--- src/rtl/mem_pkg.sv ---
// Shared types and helpers for the CPU-to-RAM access sequencer.
// Mode codes, FSM states and write-data / alignment helpers.
package mem_pkg;

   localparam logic [1:0] MODE_BYTE  = 2'b00;
   localparam logic [1:0] MODE_HALF  = 2'b01;
   localparam logic [1:0] MODE_WORD  = 2'b10;
   localparam logic [1:0] MODE_DWORD = 2'b11;

   localparam int MOC_TIMEOUT_DEF = 15;

   typedef enum logic [1:0] {
      IDLE,
      ACCESS,
      GAP,
      DONE
   } state_t;

   // Natural alignment check per access size
   function automatic logic misaligned(
      input logic [1:0] mode,
      input logic [7:0] addr
   );
      case (mode)
         MODE_HALF:  return addr[0];
         MODE_WORD:  return |addr[1:0];
         MODE_DWORD: return |addr[2:0];
         default:    return 1'b0;
      endcase
   endfunction

   // Right-justified RAM word; a doubleword sends its upper half first
   function automatic logic [31:0] wr_word(
      input logic [1:0]  mode,
      input logic [63:0] wd,
      input logic        second
   );
      case (mode)
         MODE_BYTE: return {24'b0, wd[7:0]};
         MODE_HALF: return {16'b0, wd[15:0]};
         MODE_WORD: return wd[31:0];
         default:   return second ? wd[31:0] : wd[63:32];
      endcase
   endfunction

endpackage

--- src/rtl/mem_load_align.sv ---
// Load formatter: extends a right-justified RAM word to 64 bits.
// Byte/half/word are sign- or zero-extended; doubleword passes through.
module mem_load_align
   import mem_pkg::*;
(
   input  logic [1:0]  mode,
   input  logic        sgn,
   input  logic [31:0] din,
   output logic [63:0] dout
);

   // Pick the field width and replicate its top bit when signed
   always_comb begin
      dout = '0;
      case (mode)
         MODE_BYTE: dout = {{56{sgn & din[7]}}, din[7:0]};
         MODE_HALF: dout = {{48{sgn & din[15]}}, din[15:0]};
         MODE_WORD: dout = {{32{sgn & din[31]}}, din[31:0]};
         default:   dout = {32'b0, din};
      endcase
   end

endmodule

--- src/rtl/mem_access_ctrl.sv ---
// Sequencer between CPU datapath and the 256x8 byte RAM.
// One request at a time; doublewords go out as two word transfers.
module mem_access_ctrl
   import mem_pkg::*;
#(
   parameter int MOC_TIMEOUT = MOC_TIMEOUT_DEF
) (
   input  logic        Clk,
   input  logic        Reset,
   input  logic        Req,
   input  logic        RW,
   input  logic [1:0]  Mode,
   input  logic        Signed,
   input  logic [7:0]  Addr,
   input  logic [63:0] WrData,
   output logic [63:0] RdData,
   output logic        Busy,
   output logic        Done,
   output logic        Error,
   output logic        RamEnable,
   output logic        RamReadWrite,
   output logic [7:0]  RamAddress,
   output logic [31:0] RamDataIn,
   output logic [1:0]  RamMode,
   input  logic [31:0] RamDataOut,
   input  logic        Moc
);

   localparam logic [7:0] TO_LAST = 8'(MOC_TIMEOUT - 1);

   state_t      state;
   logic        lat_rw;
   logic [1:0]  lat_mode;
   logic        lat_sgn;
   logic [7:0]  lat_addr;
   logic [63:0] lat_wd;
   logic [7:0]  cnt;
   logic        second;
   logic [31:0] hi;
   logic [63:0] ext;
   logic        is_dw;

   assign is_dw = (lat_mode == MODE_DWORD);

   mem_load_align u_align (
      .mode (lat_mode),
      .sgn  (lat_sgn),
      .din  (RamDataOut),
      .dout (ext)
   );

   // Request FSM with registered RAM-side and CPU-side outputs.
   // IDLE with Busy set is the one-cycle decode slot after accept.
   always_ff @(posedge Clk) begin
      if (Reset) begin
         state        <= IDLE;
         lat_rw       <= 1'b1;
         lat_mode     <= MODE_BYTE;
         lat_sgn      <= 1'b0;
         lat_addr     <= '0;
         lat_wd       <= '0;
         cnt          <= '0;
         second       <= 1'b0;
         hi           <= '0;
         RdData       <= '0;
         Busy         <= 1'b0;
         Done         <= 1'b0;
         Error        <= 1'b0;
         RamEnable    <= 1'b0;
         RamReadWrite <= 1'b1;
         RamAddress   <= '0;
         RamDataIn    <= '0;
         RamMode      <= MODE_BYTE;
      end else begin
         case (state)
            IDLE: begin
               if (!Busy) begin
                  if (Req) begin
                     lat_rw   <= RW;
                     lat_mode <= Mode;
                     lat_sgn  <= Signed;
                     lat_addr <= Addr;
                     lat_wd   <= WrData;
                     Busy     <= 1'b1;
                  end
               end else if (misaligned(lat_mode, lat_addr)) begin
                  state <= DONE;
                  Done  <= 1'b1;
                  Error <= 1'b1;
               end else begin
                  state        <= ACCESS;
                  cnt          <= '0;
                  second       <= 1'b0;
                  RamEnable    <= 1'b1;
                  RamReadWrite <= lat_rw;
                  RamAddress   <= lat_addr;
                  RamDataIn    <= wr_word(lat_mode, lat_wd, 1'b0);
                  RamMode      <= is_dw ? MODE_WORD : lat_mode;
               end
            end
            ACCESS: begin
               if (Moc) begin
                  RamEnable <= 1'b0;
                  cnt       <= '0;
                  if (is_dw && !second) begin
                     state <= GAP;
                     hi    <= RamDataOut;
                  end else begin
                     state <= DONE;
                     Done  <= 1'b1;
                     Error <= 1'b0;
                     if (lat_rw)
                        RdData <= is_dw ? {hi, RamDataOut} : ext;
                  end
               end else if (cnt == TO_LAST) begin
                  RamEnable <= 1'b0;
                  cnt       <= '0;
                  state     <= DONE;
                  Done      <= 1'b1;
                  Error     <= 1'b1;
                  RdData    <= '0;
               end else begin
                  cnt <= cnt + 8'd1;
               end
            end
            GAP: begin
               state      <= ACCESS;
               cnt        <= '0;
               second     <= 1'b1;
               RamEnable  <= 1'b1;
               RamAddress <= lat_addr + 8'd4;
               RamDataIn  <= wr_word(lat_mode, lat_wd, 1'b1);
            end
            default: begin
               state <= IDLE;
               Done  <= 1'b0;
               Error <= 1'b0;
               Busy  <= 1'b0;
            end
         endcase
      end
   end

endmodule

--- config.mk ---
export PLATFORM = sky130hd
export DESIGN_NAME = mem_access_ctrl
export DESIGN_NICKNAME = d
export VERILOG_FILES = /design/src/rtl/mem_pkg.sv /design/src/rtl/mem_load_align.sv /design/src/rtl/mem_access_ctrl.sv
export SDC_FILE = /design/constraint.sdc
export NUM_CORES = 1
export LEC_CHECK = 0
export CAP_MARGIN = 5
export CORE_MARGIN = 8
export CORE_UTILIZATION = 45
export DETAILED_ROUTE_END_ITERATION = 8
export GPL_TIMING_DRIVEN = 0
export PLACE_DENSITY = 0.84
export SLEW_MARGIN = 20
export SYNTH_ARGS = -nofsm -noshare
export SYNTH_HDL_FRONTEND = slang
export SYNTH_SLANG_ARGS = --single-unit
--- constraint.sdc ---
create_clock -name Clk -period 5.69 [get_ports Clk]
set_clock_uncertainty 0.05 [all_clocks]
set_input_delay 1.138 -clock Clk [delete_from_list [all_inputs] [get_ports Clk]]
set_output_delay 1.138 -clock Clk [all_outputs]
set_load 0.01 [all_outputs]
==> results of run 1 <==
sequential cells by signal, indices dropped and copies added, names as in the netlist, 2 cells and up:
register    cells
RamAddress      8
RamDataIn      32
RamMode         2
RdData         64
cnt             8
hi             32
lat_addr        8
lat_mode        2
lat_wd         64
state           2
final cells by class:
cell class                      count  area [um^2]
Fill cell                        1654         7256
Sequential cell                   230         4604
Multi-Input combinational cell    749         3923
Timing Repair Buffer              221         2212
Clock buffer                       31        666.9
Buffer                             94        386.6
Tap cell                          265        331.6
Clock inverter                     10        102.6
Inverter                           11        41.29
Antenna cell                        1        2.502
tightest hold or removal path: stages, from the launching register on:
cell,delay [ps]
dfxtp_1,310
nand2_1,50
a21oi_1,50
power by group through the flow:
stage | registers, mW | logic (mW) | clock network, mW
CTS | 2.12 | 1.64 | 1.53
finish | 2.13 | 1.63 | 1.52
floorplan | 2.16 | 0.849 | 0
global route | 2.15 | 1.79 | 1.59
global placement | 2.14 | 1.58 | 0
detailed placement | 2.15 | 1.62 | 0
metrics by stage:
stage | cell area, um^2 | util [%]
finish | 12270 | 62.84
global placement | 11500 | 58.89
CTS | 12270 | 62.83
floorplan | 8955 | -
detailed placement | 11500 | 58.89
global route | 12270 | 62.84
routing by layer:
metal | share of wire, % | up-vias | track usage, %
met5 | 0.031 | - | 0
met4 | 2.8 | 2 | 7.434
met3 | 7.8 | 58 | 4.223
met2 | 48 | 366 | 38.70
met1 | 41 | 4244 | 27.40
li1 | - | 4286 | -
final timing paths:
path / cells past startpoint / startpoint / endpoint
worst min-delay path: 2 / hi[15] / hi[15]
worst min register to register: 2 / hi[15] / hi[15]
worst max register to register: 8 / state[0] / RamEnable
worst max-delay path: 5 / Reset / hi[29]
placed cells by master (no fill, tap or decap), types with 16 or more instances in the layout:
master and instances:
nand2_1 286, o2bb2ai_1 32, clkbuf_1 68, dfxtp_1 230
a22oi_1 16, nand3_1 37, buf_2 21, a311oi_1 32
clkbuf_16 24, a21oi_1 142, a211oi_1 26, nor3_1 59
clkdlybuf4s50_1 221, nor2_1 36
logic make-up (layout without fill, tap and decap cells):
logic type,Yosys count,count (layout),share of synthesized area (%)
buffers and inverters,105,367,4.779
and+or+nand+nor,452,452,21.52
DFF,230,230,51.42
AOI/OAI and AO/OA,284,284,20.71
xor gates and xnor gates,5,5,0.4891
muxes,1,1,0.1118
other,0,1,0
adders and majority gates,7,7,0.9780
==> Flow_metrics.wiki, run 1 <==
{| class="wikitable"
! Metric !! Value
|-
| Run status || completed
|-
| DRC violations left || 0
|-
| Static leakage || approximately 4.2 nW
|-
| Worst setup margin || 2652 ps
|-
| TritonCTS Buffers || 24
|-
| Number of iterations in the first detailed-routing pass || 5
|-
| Setup repair after global routing missed its margin || no
|-
| Post-synthesis cell count || around 1100
|-
| Number of H-tree levels || 1
|-
| Fraction of post-synthesis cell area in the top cell type by area || 51.42%
|-
| Synthesized Nets || 1203
|-
| Min-delay worst type || reg2reg
|-
| Max-capacitance violation count || 0
|-
| Number of nets in the layout || 1450
|-
| Cell internal pwr || 3.511 mW
|-
| Clock tree from TritonCTS || done
|-
| Maximum number of pins on one net before global-route repair || 15
|-
| Effective utilization at floorplan || 45.86%
|-
| Clock slew seen by the registers of the worst setup and hold paths || 60 ps
|-
| Die boundary width || 157.1 um
|-
| Flop and latch count out of synthesis || 230
|-
| Estimated wirelength of the detail-placed design || 21800 um
|-
| Leading post-synthesis cells by instance count || 286 x nand2_1, 230 x dfxtp_1, 142 x a21oi_1, 65 x clkbuf_1, 59 x nor3_1
|-
| Number of standard cells in the layout, taps in and fillers out || 1612
|-
| Area of the placeable core || 0.01953 mm^2
|-
| Number of global-route vias before repair || 8701
|-
| Cell type with the largest total area after synthesis || dfxtp_1
|-
| Clock Tree Root || clkbuf_16
|-
| Kind of end point of the critical path || flop
|-
| Hold_buf cts || 0
|-
| Slew Limit Headroom || a little over a quarter
|-
| Overall overflow remaining after global route || 0
|-
| Worst-path maximum fanout || 10
|-
| Synth-to-layout area growth || 37.03%
|-
| Number of vias after detailed routing || 8956
|-
| Antenna violations before repair || 2
|-
| Number of buffers and inverters on the critical path || 4
|-
| Average detailed-routed wire length per instance || 17.93 um
|-
| Leading cell types by total area after synthesis || dfxtp_1 51%, nand2_1 12%, a21oi_1 7.9%, nor3_1 3.3%, a311oi_1 3.1%
|-
| Final-layout setup total negative slack || 0 ps
|-
| Yosys warns || 0
|-
| Highest-delay cell along the critical path || clkbuf_1
|-
| Switching part of the total || 33.50%
|-
| Final Max Tran Viols || 0
|-
| Startpoint-to-endpoint class of the critical path || in2reg
|-
| Max VDD drop || 0.2664 mV
|-
| Global placement routability congestion || 0.9071
|-
| Prevailing post-synth register cell || dfxtp_1
|-
| Clock group share of total power || between 20 and 30%
|-
| Avg Inst Size Synth || 8.261 um^2
|-
| Die Ht || 157.1 um
|-
| Arrival time of the worst setup path || 3350 ps
|-
| Power per cell area || 430.3 mW/mm^2
|-
| Sum of internal, switching and leakage power || 5.280 mW
|-
| PostCTS Resize Cnt || 0
|-
| Wire length of the first global-routing pass || 44830 um
|-
| Actual transition at the worst max-transition pin || 1094 ps
|-
| R2R Setup Slk || 3020 ps
|-
| Combinational fraction of design power || between 30% and 40%
|-
| CP cell instances || clkdlybuf4s50_1 > clkbuf_1 > clkbuf_1 > clkbuf_1 > a21oi_1
|-
| Boundary pin count || 223
|-
| Mapped Area || just under 0.009 mm^2
|-
| FMAX || 0.3292 GHz
|-
| Launching element type of the critical path || input pin
|-
| Proportion of layout cells with a drive suffix above 1 || 4.755%
|-
| Worst stage delay on the critical path || between 500 and 600 ps
|-
| CTS sink count || between 200 and 250
|-
| Reported net switching power || 1.769 mW
|-
| Worst hold-check slack || 404.7 ps
|-
| Die area || 0.02467 mm^2
|-
| Std-Cell Rows || 51
|-
| Sequential fraction of design power || 40.3%
|-
| Via density per instance || between 5 and 6
|-
| Maximum buffer depth of the clock tree || 3
|-
| Overall track demand over capacity in global routing || between 20% and 30%
|-
| Required time at the worst-slack endpoint || 6010 ps
|-
| Cell count after placement || between 1500 and 2000
|-
| Number of flops mapped to enable cells by yosys || 0
|-
| Clock latency on the worst-skew pair || between 500 and 600 ps
|-
| Most prevalent standard cell on the critical path || clkbuf_1
|-
| Share of the cycle needed by the critical path after routing || a little over half
|-
| Worst Setup Slack post-DPL || 2196 ps
|-
| Count of antenna-violating nets left after detailed routing || 0
|-
| Number of distinct standard cells referenced by the synthesized netlist || 47
|-
| Count leader, synth || nand2_1
|-
| Final period demand of the worst path || 3038 ps
|-
| Number of hold violations in the final report || 0
|-
| Setup-failing EPs final || 0
|-
| Share of async-settable or async-resettable flops after synthesis || 0%
|-
| Number of design-rule violations left by the first detailed-router iteration || 559
|-
| Number of buffers added for setup after CTS || 0
|-
| Proportion of synthesized chip area in sequential cells || 51.42%
|-
| Final routed wirelength across all metal layers || ~29000 um
|-
| Port Buf Inserts || 221
|-
| Cell family with most CP delay || buffers and inverters
|}
Power figures use the tool's default switching activity.
==> run 2: changes to the inputs <==
==> constraint.sdc (replaced) <==
create_clock -name Clk -period 3 [get_ports Clk]
set_clock_uncertainty 0.05 [all_clocks]
set_input_delay 0.6 -clock Clk [delete_from_list [all_inputs] [get_ports Clk]]
set_output_delay 0.6 -clock Clk [all_outputs]
set_load 0.01 [all_outputs]
==> results of run 2 <==
The final DEF is identical to that of run 1. Status: completed.
Among the figures that moved: setup slack after placement 2196 ps -> 43.98 ps; clock-pin slew on the worst setup and hold paths 60 ps -> 70 ps; setup slack after layout 2652 ps -> 325.3 ps; start point of the critical path Reset -> state[0]; end point of the critical path hi[29] -> RamEnable; register-to-register setup slack 3020 ps -> 330 ps; total power 5.280 mW -> 10.01 mW; worst IR drop on VDD 0.2664 mV -> 0.5053 mV
==> run 3: changes to the inputs <==
--- a/config.mk
+++ b/config.mk
@@ -6,11 +6,13 @@
 export NUM_CORES = 1
 export LEC_CHECK = 0
 export CAP_MARGIN = 5
+export CELL_PAD_IN_SITES_DETAIL_PLACEMENT = 0
+export CELL_PAD_IN_SITES_GLOBAL_PLACEMENT = 1
 export CORE_MARGIN = 8
-export CORE_UTILIZATION = 45
+export CORE_UTILIZATION = 36
 export DETAILED_ROUTE_END_ITERATION = 8
 export GPL_TIMING_DRIVEN = 0
-export PLACE_DENSITY = 0.84
+export PLACE_DENSITY = 0.9
 export SLEW_MARGIN = 20
 export SYNTH_ARGS = -nofsm -noshare
 export SYNTH_HDL_FRONTEND = slang
==> run 3 against run 2 <==
- worst setup slack gained 84 ps
- combinational power is essentially flat
- wire length grew 3.9%
- sequential share of layout area shrank 0.55 points
- critical path type is now in2reg
- critical endpoint is now hi[26]
==> Flow_metrics.wiki, run 3 (synthesis results as in run 1) <==
{| class="wikitable"
! Metric !! Value
|-
| Worst Setup Slack post-DPL || -112.9 ps
|-
| Number of vias after detailed routing || between 8000 and 9000
|-
| Final routed wirelength across all metal layers || 30030 um
|-
| Via density per instance || 5.203
|-
| Number of design-rule violations left by the first detailed-router iteration || between 700 and 800
|-
| Most common cell after layout, fill and taps aside || nand2_1
|-
| Number of buffers and inverters on the critical path || 4
|-
| Clock tree from TritonCTS || done
|-
| Actual transition at the worst max-transition pin || 1071 ps
|-
| Max-capacitance violation count || 0
|-
| Register-to-Register Path Depth || 8
|-
| FMAX || 0.3859 GHz
|-
| Worst Hold Depth || 2
|-
| DRC violations left || 0
|-
| Kind of end point of the critical path || flop
|-
| Effective utilization at floorplan || 36.71%
|-
| Static leakage || 4.296 nW
|-
| Maximum buffer depth of the clock tree || 3
|-
| Launching element type of the critical path || input pin
|-
| Setup repair after global routing missed its margin || no
|-
| Boundary pin count || 223
|-
| Global placement routability congestion || 0.8495
|-
| Run status || completed
|-
| Average detailed-routed wire length per instance || approximately 18 um
|-
| Required time at the worst-slack endpoint || roughly 3300 ps
|-
| Highest-delay cell along the critical path || clkbuf_1
|-
| Most frequent cells in the layout || 286 x nand2_1, 230 x dfxtp_1, 221 x clkdlybuf4s50_1
|-
| Number of nets in the layout || ~1500
|-
| Clock latency on the worst-skew pair || 520 ps
|-
| Worst setup margin || around 410 ps
|-
| Die area || ~0.030 mm^2
|-
| Cell depth of the worst setup path || 5
|-
| Share of the cycle needed by the critical path after routing || between 80% and 90%
|-
| Antenna Cells || 0
|-
| Proportion of layout cells with a drive suffix above 1 || 4.967%
|-
| Die boundary width || about 170 um
|-
| Synth-to-layout area growth || 39.08%
|-
| Port Buf Inserts || 221
|-
| Startpoint-to-endpoint class of the critical path || in2reg
|-
| Overall overflow remaining after global route || 0
|-
| Slew Limit Headroom || 28.02%
|-
| Worst-path maximum fanout || 10
|-
| TritonCTS Buffers || 24
|-
| Final Max Tran Viols || 0
|-
| Maximum number of pins on one net before global-route repair || 15
|-
| Min-delay worst type || reg2reg
|-
| Power per cell area || 833.3 mW/mm^2
|-
| Number of iterations in the first detailed-routing pass || 5
|-
| Hold_buf cts || 0
|-
| Max VDD drop || 0.4095 mV
|-
| Final period demand of the worst path || roughly 2600 ps
|-
| Overall track demand over capacity in global routing || 18.93%
|-
| Most prevalent standard cell on the critical path || clkbuf_1
|-
| Clock slew seen by the registers of the worst setup and hold paths || 60 ps
|-
| Count of antenna-violating nets left after detailed routing || 0
|-
| Arrival time of the worst setup path || 2910 ps
|-
| Setup-failing EPs final || 0
|-
| CTS sink count || 230
|-
| Number of global-route vias before repair || a little under 9000
|-
| PostCTS Resize Cnt || 0
|-
| Sum of internal, switching and leakage power || 10.38 mW
|-
| Largest registers ranked by flip-flop count || RdData: 64 flops, lat_wd: 64 flops
|-
| Estimated wirelength of the detail-placed design || 22580 um
|-
| Cell family with most CP delay || buffers and inverters
|-
| Number of hold violations in the final report || 0
|-
| Worst stage delay on the critical path || 590 ps
|-
| Die Ht || 173.7 um
|-
| Number of buffers added for setup after CTS || 0
|-
| Number of H-tree levels || 1
|-
| Std-Cell Rows || 57
|-
| Wire length of the first global-routing pass || 47240 um
|-
| Clock Tree Root || clkbuf_16
|-
| Antenna violations before repair || 1
|-
| Area of the placeable core || 0.02439 mm^2
|-
| CP cell instances || clkdlybuf4s50_1 > clkbuf_1 > clkbuf_1 > clkbuf_1 > a21oi_1
|}
-- run 3: report_power, final --
| group | total (mW) | leakage (nW) | internal [mW] | switching (mW) |
|---|---|---|---|---|
| clock | 3.27 | 0.429 | 2.03 | 1.24 |
| combinational | 3.10 | 2.00 | 1.37 | 1.73 |
| sequential | 4.00 | 1.87 | 3.62 | 0.382 |
| total | 10.4 | 4.30 | 7.02 | 3.36 |
-- run 3: worst register-to-register path: stages, from the launching register on --
cell and delay (ps):
dfxtp_1 350, inv_1 120, ha_1 160, buf_2 210
inv_1 140, nor3_1 880, buf_2 370, o31ai_1 110
a21oi_1 130
-- run 3: per-stage QoR --
step                      setup TNS [ps]  util (%)  std cells  hold slack (ps)  cell area (um^2)
after floorplan                        0         -       1084            386.0              8955
after global placement            -895.9     47.45       1629            392.9             11570
after detailed placement           -1650     47.45       1629            396.7             11570
after CTS                              0     51.06       1673            405.2             12450
after global routing                   0     51.06       1673            417.4             12450
final                                  0     51.06       1673            405.7             12450
-- run 3: final timing paths --
check | startpoint | to | slack, ps
hold reg to reg | lat_wd[31] | lat_wd[31] | 410
setup / recovery | Reset | hi[26] | 410
setup reg to reg | state[1] | cnt[6] | 410
hold / removal | lat_wd[31] | lat_wd[31] | 410
-- run 3: final cells by class --
class,count,area (um^2)
Fill cell,2333,11940
Sequential cell,230,4604
Inverter,11,41.29
Tap cell,324,405.4
Clock buffer,32,680.7
Buffer,94,386.6
Timing Repair Buffer,221,2212
Clock inverter,12,201.4
Multi-Input combinational cell,749,3923
-- run 3: routing by layer --
| layer | share of wire, % | track usage (%) |
|---|---|---|
| met1 | 45 | 24.44 |
| met2 | 46 | 30.82 |
| met3 | 7.5 | 4.988 |
| met4 | 1.9 | 5.023 |
| met5 | 0.030 | 0 |
